==> config.mk <==
export PLATFORM = sky130hd
export DESIGN_NAME = direction_controller
export DESIGN_NICKNAME = d
export VERILOG_FILES = /design/src/rtl/direction_controller.sv
export SDC_FILE = /design/constraint.sdc
export NUM_CORES = 1
export LEC_CHECK = 0
export BUFFER_PORTS_ARGS = -buffer_cell sky130_fd_sc_hd__buf_2
export CAP_MARGIN = 20
export CORE_UTILIZATION = 59
export DETAILED_ROUTE_END_ITERATION = 8
export PLACE_DENSITY = 0.82
export SLEW_MARGIN = 20
export SYNTH_ARGS = -nofsm -noshare
export SYNTH_HDL_FRONTEND = slang
export SYNTH_SLANG_ARGS = --single-unit
==> constraint.sdc <==
create_clock -name Clock -period 7.45 [get_ports Clock]
set_input_delay 0.3725 -clock Clock [delete_from_list [all_inputs] [get_ports Clock]]
set_output_delay 0.3725 -clock Clock [all_outputs]
set_load 0.1 [all_outputs]
==> src/rtl/direction_controller.sv <==
// direction_controller: converts debounced button pulses into the snake heading
// and a per-step move strobe. Turn requests wait in a small circular FIFO, so two
// quick presses between game ticks take effect on successive ticks. Reversals and
// repeats are rejected against the most recently queued heading.
module direction_controller #(
  parameter int DEPTH = 2
) (
  input  logic       Clock,
  input  logic       Reset_n,
  input  logic       BtnUp,
  input  logic       BtnRight,
  input  logic       BtnDown,
  input  logic       BtnLeft,
  input  logic       Tick,
  output logic [1:0] Direction,
  output logic       Step,
  output logic       Moving,
  output logic [2:0] Pending,
  output logic       Dropped
);

  localparam logic [1:0] DIR_UP    = 2'b00;
  localparam logic [1:0] DIR_RIGHT = 2'b01;
  localparam logic [1:0] DIR_DOWN  = 2'b10;
  localparam logic [1:0] DIR_LEFT  = 2'b11;
  localparam logic [2:0] DEPTH_W   = 3'(DEPTH);
  localparam logic [1:0] LAST_IDX  = 2'(DEPTH - 1);

  // Opposite heading differs only in the upper encoding bit.
  function automatic logic [1:0] opposite(input logic [1:0] d);
    return d ^ 2'b10;
  endfunction

  // Advance a FIFO pointer, wrapping at DEPTH.
  function automatic logic [1:0] ptr_inc(input logic [1:0] p);
    if (p == LAST_IDX) begin
      return 2'b00;
    end else begin
      return p + 2'b01;
    end
  endfunction

  // Step a FIFO pointer back by one, wrapping at DEPTH.
  function automatic logic [1:0] ptr_dec(input logic [1:0] p);
    if (p == 2'b00) begin
      return LAST_IDX;
    end else begin
      return p - 2'b01;
    end
  endfunction

  // Storage is sized for the largest legal DEPTH so 2-bit pointers index it
  // directly; only the first DEPTH slots are ever used.
  logic [1:0] fifo_r [4];
  logic [1:0] head_r;
  logic [1:0] tail_r;       // next write slot; the tail entry sits just behind it
  logic [2:0] count_r;
  logic [1:0] dir_r;
  logic       step_r;
  logic       moving_r;
  logic       dropped_r;

  logic       req_valid_s;
  logic [1:0] req_dir_s;
  logic       any_btn_s;
  logic       step_s;
  logic       pop_s;
  logic [2:0] count_pp_s;
  logic [1:0] dir_pp_s;
  logic [1:0] ref_s;
  logic       legal_s;
  logic       push_s;
  logic       drop_s;
  logic [2:0] count_nx_s;

  // Fixed-priority request select: Up > Right > Down > Left.
  always_comb begin
    req_valid_s = 1'b0;
    req_dir_s   = DIR_UP;
    if (BtnUp) begin
      req_valid_s = 1'b1;
      req_dir_s   = DIR_UP;
    end else if (BtnRight) begin
      req_valid_s = 1'b1;
      req_dir_s   = DIR_RIGHT;
    end else if (BtnDown) begin
      req_valid_s = 1'b1;
      req_dir_s   = DIR_DOWN;
    end else if (BtnLeft) begin
      req_valid_s = 1'b1;
      req_dir_s   = DIR_LEFT;
    end else begin
      req_valid_s = 1'b0;
      req_dir_s   = DIR_UP;
    end
  end

  // Pop first, then judge the request against the post-pop reference and occupancy.
  always_comb begin
    any_btn_s  = BtnUp | BtnRight | BtnDown | BtnLeft;
    step_s     = Tick & moving_r;
    pop_s      = step_s && (count_r != 3'd0);
    count_pp_s = count_r;
    dir_pp_s   = dir_r;
    if (pop_s) begin
      count_pp_s = count_r - 3'd1;
      dir_pp_s   = fifo_r[head_r];
    end else begin
      count_pp_s = count_r;
      dir_pp_s   = dir_r;
    end
    ref_s = dir_pp_s;
    if (count_pp_s != 3'd0) begin
      ref_s = fifo_r[ptr_dec(tail_r)];
    end else begin
      ref_s = dir_pp_s;
    end
    legal_s    = req_valid_s && (req_dir_s != ref_s) && (req_dir_s != opposite(ref_s));
    push_s     = legal_s && (count_pp_s < DEPTH_W);
    drop_s     = legal_s && !push_s;
    count_nx_s = count_pp_s;
    if (push_s) begin
      count_nx_s = count_pp_s + 3'd1;
    end else begin
      count_nx_s = count_pp_s;
    end
  end

  // State registers: heading, strobes, start flag and FIFO bookkeeping.
  always_ff @(posedge Clock or negedge Reset_n) begin
    if (!Reset_n) begin
      for (int i = 0; i < 4; i++) begin
        fifo_r[i] <= 2'b00;
      end
      head_r    <= 2'b00;
      tail_r    <= 2'b00;
      count_r   <= 3'd0;
      dir_r     <= DIR_RIGHT;
      step_r    <= 1'b0;
      moving_r  <= 1'b0;
      dropped_r <= 1'b0;
    end else begin
      dir_r     <= dir_pp_s;
      step_r    <= step_s;
      dropped_r <= drop_s;
      count_r   <= count_nx_s;
      if (any_btn_s) begin
        moving_r <= 1'b1;
      end
      if (pop_s) begin
        head_r <= ptr_inc(head_r);
      end
      if (push_s) begin
        fifo_r[tail_r] <= req_dir_s;
        tail_r         <= ptr_inc(tail_r);
      end
    end
  end

  assign Direction = dir_r;
  assign Step      = step_r;
  assign Moving    = moving_r;
  assign Pending   = count_r;
  assign Dropped   = dropped_r;

endmodule
==> impl_metrics.json, run 1 <==
{
  "drt-total-wl_mm": 1.83,
  "setup_tns_ps": 0,
  "root_buffer": "clkbuf_4",
  "yosys.cell_types.count": 34,
  "peakVddDrop_uv": 441,
  "io_buffers": 14,
  "path_clk_slew_ps": 110,
  "cts_buffers": 3,
  "violations": "design-rule violations",
  "path_max_fanout": 11,
  "crit_arrival_ps": 3570,
  "final_common_cell": "dfrtp_1",
  "finalSetupViolCount": 0,
  "hold_start": "Tick",
  "grt_setup_unrepaired": "no",
  "timing.final.crit_share_pct": 45.4,
  "cts_setup_buffers": 0,
  "hpwlAfterDp_mm": 1.38,
  "finalNetCount": 113,
  "fin_area_mm2": 0.00119,
  "synth_top_area_share_pct": 45.6,
  "rr_worst_depth": 14,
  "max_slew.worst_pin.slew_ps": 631,
  "regArea_um2": 502,
  "die_y_um": 44.1,
  "hold-path-endpoint": "Step$_DFF_PN0_",
  "grt_pass1_wl_mm": 3.19,
  "relSlewSlack_pct": 57.6,
  "grt_start_max_net_pins": 21,
  "syn_avg_cell_area_um2": 12.4,
  "worstPathRequired_ps": 7640,
  "dpl_cell_area_mm2": 0.00112,
  "globalplace.congestion": 0.807,
  "fin_crit_ps": 3380,
  "yosysSeqAreaShare_pct": 48.1,
  "synth_edf_count": 0,
  "r2r-end": "fifo_r[2]$_DFFE_PN0P_",
  "ant_nets": 0,
  "vias": 699,
  "ys_warn_count": 0,
  "firstDrtPassIters": 8,
  "wl_per_cell_um": 15.6,
  "vias_per_cell": 5.97,
  "leakage_nw": 0.589,
  "synth_cells": 84,
  "worstSkewPairLatency_ps": 290,
  "holdCritPathClass": "in -> reg",
  "grt_usage_pct": 22.0,
  "die_w_um": 44.1,
  "multi_input_area_um2": 509,
  "worst-setup-path-type": "reg -> reg",
  "post_cts_resized": 0,
  "remaining_drc_errors": 2,
  "start_util_pct": 66.2,
  "cts_buffer_depth": 2,
  "fmax_mhz": 295,
  "area.growth.synth_to_final_pct": 13.7,
  "final_max_slew_viol_count": 0,
  "drive_gt1_share_pct": 29.7,
  "n_fill_cell": 113,
  "ys_seq_elements": 20,
  "synthArstFlopShare_pct": 100,
  "hold_viol": 0,
  "ff2ff_setup_slack_ps": 4070,
  "fp.dieArea_mm2": 0.00194,
  "hold-path-cell-count": 2,
  "max_cap_violations": 0,
  "syn_nets": 95,
  "antenna_found_initial": 0,
  "final_cell_mix": "dfrtp_1 (19), buf_2 (14), mux2_1 (7), inv_1 (6), nor2_1 (6)",
  "core-area_mm2": 0.00158,
  "holdWs_ps": 321,
  "powerDensity_mw_per_mm2": 473,
  "crit_path_start_kind": "register",
  "end_kind": "register",
  "yosys-top-cells-area": "dfrtp_1 (46%), mux2_1 (7.6%), ha_1 (4.8%)",
  "row_count": 14,
  "yosysTopAreaCell": "dfrtp_1",
  "syn_area_mm2": 0.00104,
  "fin_worst_skew_ps": 3.82,
  "num_io_pins": 15,
  "drt_iter0_markers": 14,
  "grt_pass1_vias": 746,
  "reg2reg_from": "Pending[1]$_DFF_PN0_",
  "grt.overflow.total": 0,
  "cts_tree": "done",
  "status": "finished with violations",
  "diodes": 0,
  "h-tree-depth": 1,
  "cts.sinks": 20,
  "synth_ff_type": "dfrtp_1"
}
==> critical path: stages (launching register included) <==
cell and delay [ps]:
dfrtp_1 420, inv_1 60, ha_1 180, ha_1 180, and3b_1 510, nor2_1 80, a21oi_1 240, inv_1 70
ha_1 200, nand2b_1 70, mux2i_1 80, mux2_4 340, mux2_4 330, nand4b_1 160, mux2_1 340
==> cell type report <==
class | instances | share of cell area, %
well taps | 16 | 1.69
clock inverters | 1 | 2.53
inverters | 6 | 1.90
clock buffers | 3 | 1.90
multi-input cells | 56 | 42.9
flip-flops and latches | 20 | 42.3
repair buffers | 15 | 6.75
==> what timing repair did <==
action,CTS,global route
hold buffers,1,0
endpoints found under the hold margin,12,0
endpoints found under the setup margin,0,0
==> state kept, by name (all words and copies together), names as in the netlist <==
name       flops
Step           1
head_r         2
fifo_r         8
Dropped        1
Direction      2
Pending        3
tail_r         2
Moving         1
==> Yosys cell counts (2+ instances only) <==
| cell type | n |
|---|---|
| ha_1 | 4 |
| xnor2_1 | 2 |
| mux2_1 | 7 |
| inv_1 | 6 |
| nand2b_1 | 2 |
| a21boi_0 | 2 |
| dfrtp_1 | 19 |
| nor2_1 | 6 |
| mux2_4 | 3 |
| buf_2 | 2 |
| a21oi_1 | 3 |
| mux2i_1 | 2 |
| xor2_1 | 2 |
| nand2_1 | 4 |
==> metal layers <==
layer / GRT usage [%] / vias up / part of all wire (%)
met4: 5.45 / 0 / 0
li1: - / 329 / -
met2: 40.0 / 16 / 53
met1: 28.1 / 354 / 44
met5: 0 / - / 0
met3: 2.45 / 0 / 3.0
==> worst max-delay path by stage <==
stage	cells past startpoint	to	slack (ps)	startpoint
after CTS	14	fifo_r[2]$_DFFE_PN0P_	4070	Pending[1]$_DFF_PN0_
after global routing	14	fifo_r[7]$_DFFE_PN0P_	3830	Pending[1]$_DFF_PN0_
after floorplan	15	fifo_r[2]$_DFFE_PN0P_	3730	Pending[0]$_DFF_PN0_
final	14	fifo_r[2]$_DFFE_PN0P_	4070	Pending[1]$_DFF_PN0_
after global placement	12	fifo_r[6]$_DFFE_PN0P_	4180	Pending[1]$_DFF_PN0_
after detailed placement	14	fifo_r[2]$_DFFE_PN0P_	4090	Pending[1]$_DFF_PN0_
==> metrics by stage <==
step           instances  util, %  power (W)  setup slack (ps)
5_1_grt              117     75.2   0.000593              3830
3_3_place_gp         112     71.3   0.000463              4180
2_1_floorplan         84        -   0.000427              3730
3_5_place_dp         112     71.3   0.000474              4090
4_1_cts              117     75.2   0.000563              4070
6_report             117     75.2   0.000561              4070
==> power by group <==
| group | leakage, nW | total, W | switching, W | internal, W |
|---|---|---|---|---|
| clock network | 0.0279 | 0.0000870 | 0.0000327 | 0.0000543 |
| logic | 0.311 | 0.000304 | 0.000201 | 0.000103 |
| registers | 0.251 | 0.000170 | 0.0000299 | 0.000140 |
==> kinds of logic (layout without fill, tap and decap cells) <==
family	after synthesis	after routing	share of synthesized area, %
multiplexers	16	16	20.9
XOR/XNOR	4	4	3.36
adder cells (fa/ha/maj)	4	4	4.80
flip-flops	20	20	48.1
AND/OR/NAND/NOR	22	22	12.8
AO/OA/AOI/OAI	10	10	6.95
buffers and inverters	8	25	3.12
(Power assumes the default switching activity.)
==> run 2: changes to the inputs <==
--- a/config.mk
+++ b/config.mk
@@ -7,9 +7,9 @@
 export LEC_CHECK = 0
 export BUFFER_PORTS_ARGS = -buffer_cell sky130_fd_sc_hd__buf_2
 export CAP_MARGIN = 20
-export CORE_UTILIZATION = 59
+export CORE_UTILIZATION = 55
 export DETAILED_ROUTE_END_ITERATION = 8
-export PLACE_DENSITY = 0.82
+export PLACE_DENSITY = 0.77
 export SLEW_MARGIN = 20
 export SYNTH_ARGS = -nofsm -noshare
 export SYNTH_HDL_FRONTEND = slang
==> constraint.sdc (replaced) <==
create_clock -name Clock -period 3.5 [get_ports Clock]
set_input_delay 0.175 -clock Clock [delete_from_list [all_inputs] [get_ports Clock]]
set_output_delay 0.175 -clock Clock [all_outputs]
set_load 0.1 [all_outputs]
==> run 2 against run 1 <==
The flow now finishes without violations. Critical path type unchanged. Utilization down 6.9 points. Combinational power increased by 110%. First-iteration DRC count rose by 43%.
==> impl_metrics.json, run 2 (synthesis results as in run 1) <==
{
  "status": "complete, no violations",
  "cts.sinks": 20,
  "fin_worst_skew_ps": 5.65,
  "num_io_pins": 15,
  "grt_start_max_net_pins": 21,
  "hold-path-cell-count": 2,
  "fp.dieArea_mm2": 0.00208,
  "globalplace.congestion": 0.823,
  "start_util_pct": 59.8,
  "end_kind": "register",
  "holdCritPathClass": "in -> reg",
  "fin_area_mm2": 0.00119,
  "cts_buffer_depth": 2,
  "remaining_drc_errors": 0,
  "crit_path_start_kind": "register",
  "drive_gt1_share_pct": 33.3,
  "drt_iter0_markers": 20,
  "vias_per_cell": 5.46,
  "rr_worst_depth": 14,
  "largest_register_ffs": 8,
  "firstDrtPassIters": 4,
  "path_clk_slew_ps": 110,
  "relSlewSlack_pct": 62.6,
  "hold_viol": 0,
  "timing.final.crit_share_pct": 90.5,
  "die_w_um": 45.6,
  "grt_setup_unrepaired": "no",
  "grt_pass1_vias": 624,
  "dpl_cell_area_mm2": 0.00115,
  "leakage_nw": 0.584,
  "diodes": 0,
  "ant_nets": 0,
  "final_cell_mix": "dfrtp_1 (16), buf_2 (14), mux2_1 (7), inv_1 (6), nor2_1 (6)",
  "post_cts_resized": 0,
  "hold_start": "BtnRight",
  "r2r-end": "fifo_r[7]$_DFFE_PN0P_",
  "antenna_found_initial": 0,
  "final_max_slew_viol_count": 0,
  "fmax_mhz": 316,
  "fin_crit_ps": 3170,
  "grt.overflow.total": 0,
  "max_slew.worst_pin.slew_ps": 557,
  "wl_per_cell_um": 14.6,
  "powerDensity_mw_per_mm2": 964,
  "setup_tns_ps": 0,
  "crit_arrival_ps": 3360,
  "grt_usage_pct": 21.5,
  "grt_pass1_wl_mm": 2.94,
  "die_y_um": 45.6,
  "core-area_mm2": 0.00175,
  "peakVddDrop_uv": 583,
  "path_max_fanout": 5,
  "cts_tree": "done",
  "n_fill_cell": 133,
  "top_register": "fifo_r",
  "multi_input_area_um2": 509,
  "area.growth.synth_to_final_pct": 14.3,
  "final_common_cell": "dfrtp_1",
  "drt-total-wl_mm": 1.85,
  "ff2ff_setup_slack_ps": 330,
  "max_cap_violations": 0,
  "worstPathRequired_ps": 3690,
  "worst-setup-path-type": "reg -> reg",
  "regArea_um2": 505,
  "hold-path-endpoint": "Moving$_DFFE_PN0P_",
  "h-tree-depth": 1,
  "worstSkewPairLatency_ps": 310,
  "cts_buffers": 3,
  "reg2reg_from": "Pending[1]$_DFF_PN0_",
  "hpwlAfterDp_mm": 1.35,
  "row_count": 15,
  "vias": 694,
  "finalNetCount": 114,
  "io_buffers": 14,
  "root_buffer": "clkbuf_4",
  "finalSetupViolCount": 0
}
-- run 2: cell count changes in the layout (fill, tap and decap cells not counted), sizes merged --
cell,change
clkbuf,+1
bufinv,-1
buf,+1
-- run 2: stage by stage --
stage	worst slack (ps)	std cells	total power (W)	hold slack (ps)	util, %
6_report	331	127	0.00115	114	68.3
2_1_floorplan	87.8	84	0.000912	-121	-
4_1_cts	338	127	0.00115	108	68.3
3_3_place_gp	426	122	0.000999	136	65.7
3_5_place_dp	377	122	0.00102	145	65.7
5_1_grt	121	127	0.00122	104	68.3
-- run 2: area by class of cell --
type,instances,share of cell area (%)
tap,25,2.62
timing repair buffer,16,7.35
sequential,20,42.4
inverter,6,1.89
clock buffer,4,3.04
multi-input combinational,56,42.7
-- run 2: worst max path at each step --
stage | start | endpoint | slack, ps | depth (start not counted)
after floorplan | Pending[0]$_DFF_PN0_ | fifo_r[2]$_DFFE_PN0P_ | 90 | 15
after global placement | Pending[0]$_DFF_PN0_ | fifo_r[7]$_DFFE_PN0P_ | 430 | 12
after detailed placement | Pending[1]$_DFF_PN0_ | fifo_r[7]$_DFFE_PN0P_ | 380 | 14
after CTS | Pending[1]$_DFF_PN0_ | fifo_r[7]$_DFFE_PN0P_ | 340 | 14
after global routing | Pending[1]$_DFF_PN0_ | fifo_r[7]$_DFFE_PN0P_ | 120 | 14
final | Pending[1]$_DFF_PN0_ | fifo_r[7]$_DFFE_PN0P_ | 330 | 14
-- run 2: critical path: stages (launching register included) --
cell and delay [ps]:
dfrtp_2 410, inv_1 50, ha_1 170, ha_1 190, and3b_1 310, nor2_1 60
a21oi_1 240, inv_1 70, ha_1 210, nand2_1 80, mux2i_1 80, mux2_4 330
mux2i_2 180, nor4_2 300, mux2_1 370
-- run 2: what timing repair did --
item,in CTS,in global routing
hold buffers,1,0
buffers inserted,0,0
endpoints found under the hold margin,19,0
-- run 2: power by group --
part           leakage [nW]  internal, W  switching (W)
clock network        0.0210    0.0000635      0.0000718
logic                 0.316     0.000224       0.000428
registers             0.248     0.000302      0.0000606
total                 0.584     0.000589       0.000560
-- run 2: metal layers --
metal	GRT usage (%)	wire length, µm	vias up
met4	15.2	53	0
met5	0	0	-
li1	-	-	339
met3	3.57	50	4
met1	27.7	883	334
met2	32.6	865	17
==> run 3: changes to the inputs <==
==> constraint.sdc (replaced) <==
create_clock -name Clock -period 3.2 [get_ports Clock]
set_input_delay 0.16 -clock Clock [delete_from_list [all_inputs] [get_ports Clock]]
set_output_delay 0.16 -clock Clock [all_outputs]
set_load 0.1 [all_outputs]
==> run 3 against run 2 <==
Sequential cell count is the same. Setup slack lost 200 ps. Wire length is 8.4% higher. Utilization is 4.7 points higher. Non-clock buffer count increased by 3. Hold slack got worse by 25 ps. Clock power is 51% higher. Global-route usage rose by 1.5 points. Combinational power grew 23%. Critical path depth down 2. Sequential power grew 12%. Final area grew 6.8%. Critical path type unchanged.
==> impl_metrics.json, run 3 (synthesis results as in run 1) <==
{
  "die_w_um": 45.6,
  "timing.final.crit_share_pct": 95.8,
  "cts_tree": "done",
  "grt_setup_unrepaired": "no",
  "vias": 716,
  "drive_gt1_share_pct": 41.0,
  "path_clk_slew_ps": 110,
  "final_max_slew_viol_count": 0,
  "max_cap_violations": 0,
  "path_max_fanout": 4,
  "start_util_pct": 59.8,
  "fin_worst_skew_ps": 7.42,
  "sw_frac_of_total_pct": 46.5,
  "globalplace.congestion": 0.765,
  "cts.sinks": 20,
  "largest_register_ffs": 8,
  "powerDensity_mw_per_mm2": 1110,
  "cts_buffer_depth": 2,
  "p_total_w": 0.00142,
  "holdCritPathClass": "in -> reg",
  "core-area_mm2": 0.00175,
  "pwr-share-comb_pct": 56.8,
  "clockPowerShare_pct": 14.4,
  "finalNetCount": 117,
  "crit_slowest_cell": "dfrtp_4",
  "final_common_cell": "dfrtp_1",
  "antenna_found_initial": 0,
  "cts_buffers": 3,
  "drt-total-wl_mm": 2.01,
  "ant_nets": 0,
  "remaining_drc_errors": 0,
  "root_buffer": "clkbuf_4",
  "wl_per_cell_um": 15.4,
  "dpl_cell_area_mm2": 0.00117,
  "worstSkewPairLatency_ps": 300,
  "leakage_nw": 0.611,
  "final_cell_mix": "dfrtp_1 (16), buf_2 (14), mux2_1 (7), inv_1 (5), nor2_1 (5)",
  "diodes": 0,
  "row_count": 15,
  "status": "complete, no violations",
  "relSlewSlack_pct": 54.8,
  "drt_iter0_markers": 10,
  "fin_crit_ps": 3070,
  "die_y_um": 45.6,
  "worstPathRequired_ps": 3400,
  "peakVddDrop_uv": 937,
  "path_cells": "inv_1 > ha_1 > ha_1 > and3b_2 > xnor2_4 > ha_2 > nand2_1 > mux2i_1 > mux2_4 > mux2_4 > nand4b_1 > mux2_1",
  "grt_start_max_net_pins": 21,
  "grt_pass1_vias": 745,
  "crit_path_start_kind": "register",
  "end_kind": "register",
  "n_fill_cell": 119,
  "grt_usage_pct": 23.0,
  "grt_pass1_wl_mm": 3.26,
  "seqPwrFrac_pct": 28.8,
  "finalSetupViolCount": 0,
  "area.growth.synth_to_final_pct": 22.1,
  "internal_power_w": 0.000758,
  "grt.overflow.total": 0,
  "fp.dieArea_mm2": 0.00208,
  "fmax_mhz": 326,
  "multi_input_area_um2": 547,
  "hold_viol": 0,
  "setup_tns_ps": 0,
  "io_buffers": 14,
  "hpwlAfterDp_mm": 1.52,
  "worst-setup-path-type": "reg -> reg",
  "regArea_um2": 510,
  "num_io_pins": 15,
  "fin_area_mm2": 0.00127,
  "cpPeakStageDelay_ps": 440,
  "switchingPower_w": 0.000658,
  "max_slew.worst_pin.slew_ps": 672,
  "top_register": "fifo_r",
  "firstDrtPassIters": 4,
  "vias_per_cell": 5.51,
  "h-tree-depth": 1,
  "crit_arrival_ps": 3260
}
-- run 3: path summary, 6_finish.rpt --
kind | startpoint | end | slack (ps) | cells after the start
worst max-delay path | Pending[1]$_DFF_PN0_ | fifo_r[2]$_DFFE_PN0P_ | 130 | 12
worst min-delay path | BtnUp | Moving$_DFFE_PN0P_ | 90 | 2
worst max register to register | Pending[1]$_DFF_PN0_ | fifo_r[2]$_DFFE_PN0P_ | 130 | 12
worst min register to register | fifo_r[0]$_DFFE_PN0P_ | fifo_r[0]$_DFFE_PN0P_ | 510 | 1
max in group asynchronous | Reset_n | Pending[0]$_DFF_PN0_ | 2520 | 2
min in group asynchronous | Reset_n | Dropped$_DFF_PN0_ | 330 | 2
-- run 3: cell type report --
| class | instances | area share, % |
|---|---|---|
| clock inverter | 1 | 2.36 |
| clock buffer | 3 | 1.77 |
| tap | 25 | 2.46 |
| sequential | 20 | 40.1 |
| inverter | 6 | 1.77 |
| multi-input combinational | 56 | 42.9 |
| timing repair buffer | 19 | 8.64 |
-- run 3: repair_timing --
action                     4_1_cts  5_1_grt
hold buffers                     1        0
hold endpoints to repair        19        0
setup endpoints to repair        0        6
resized for setup                0        3
buffers inserted                 0        3
-- run 3: stage by stage --
stage / hold WS (ps) / util (%) / setup WS (ps) / instances
3_5_place_dp: 131 / 66.8 / 132 / 122
6_report: 89.9 / 73.0 / 133 / 130
2_1_floorplan: -136 / - / 4.92 / 84
4_1_cts: 81.6 / 70.4 / 113 / 127
5_1_grt: 93.5 / 73.0 / 3.19 / 130
3_3_place_gp: 124 / 66.8 / 254 / 122
-- run 3: worst max-delay path, delay by kind of cell (launching register included) --
family,cells,cell delay [ps]
AND/OR/NAND/NOR,3,550
buffers and inverters,1,50
XOR/XNOR,1,160
adder cells (fa/ha/maj),3,550
flip-flops,1,440
multiplexers,4,1200
-- run 3: power by group through the flow --
stage	clock, W	combinational [W]	sequential (W)
global placement	0	0.000718	0.000410
floorplan	0	0.000391	0.000637
detailed placement	0	0.000735	0.000416
CTS	0.000209	0.000742	0.000410
global route	0.000219	0.000853	0.000416
finish	0.000204	0.000805	0.000407
-- run 3: per-layer routing --
metal | track usage [%] | vias to the layer above | routed length, µm
li1 | - | 339 | -
met1 | 29.1 | 347 | 871
met2 | 39.1 | 24 | 1010
met3 | 3.17 | 6 | 90
met4 | 9.70 | 0 | 40
met5 | 0 | - | 0
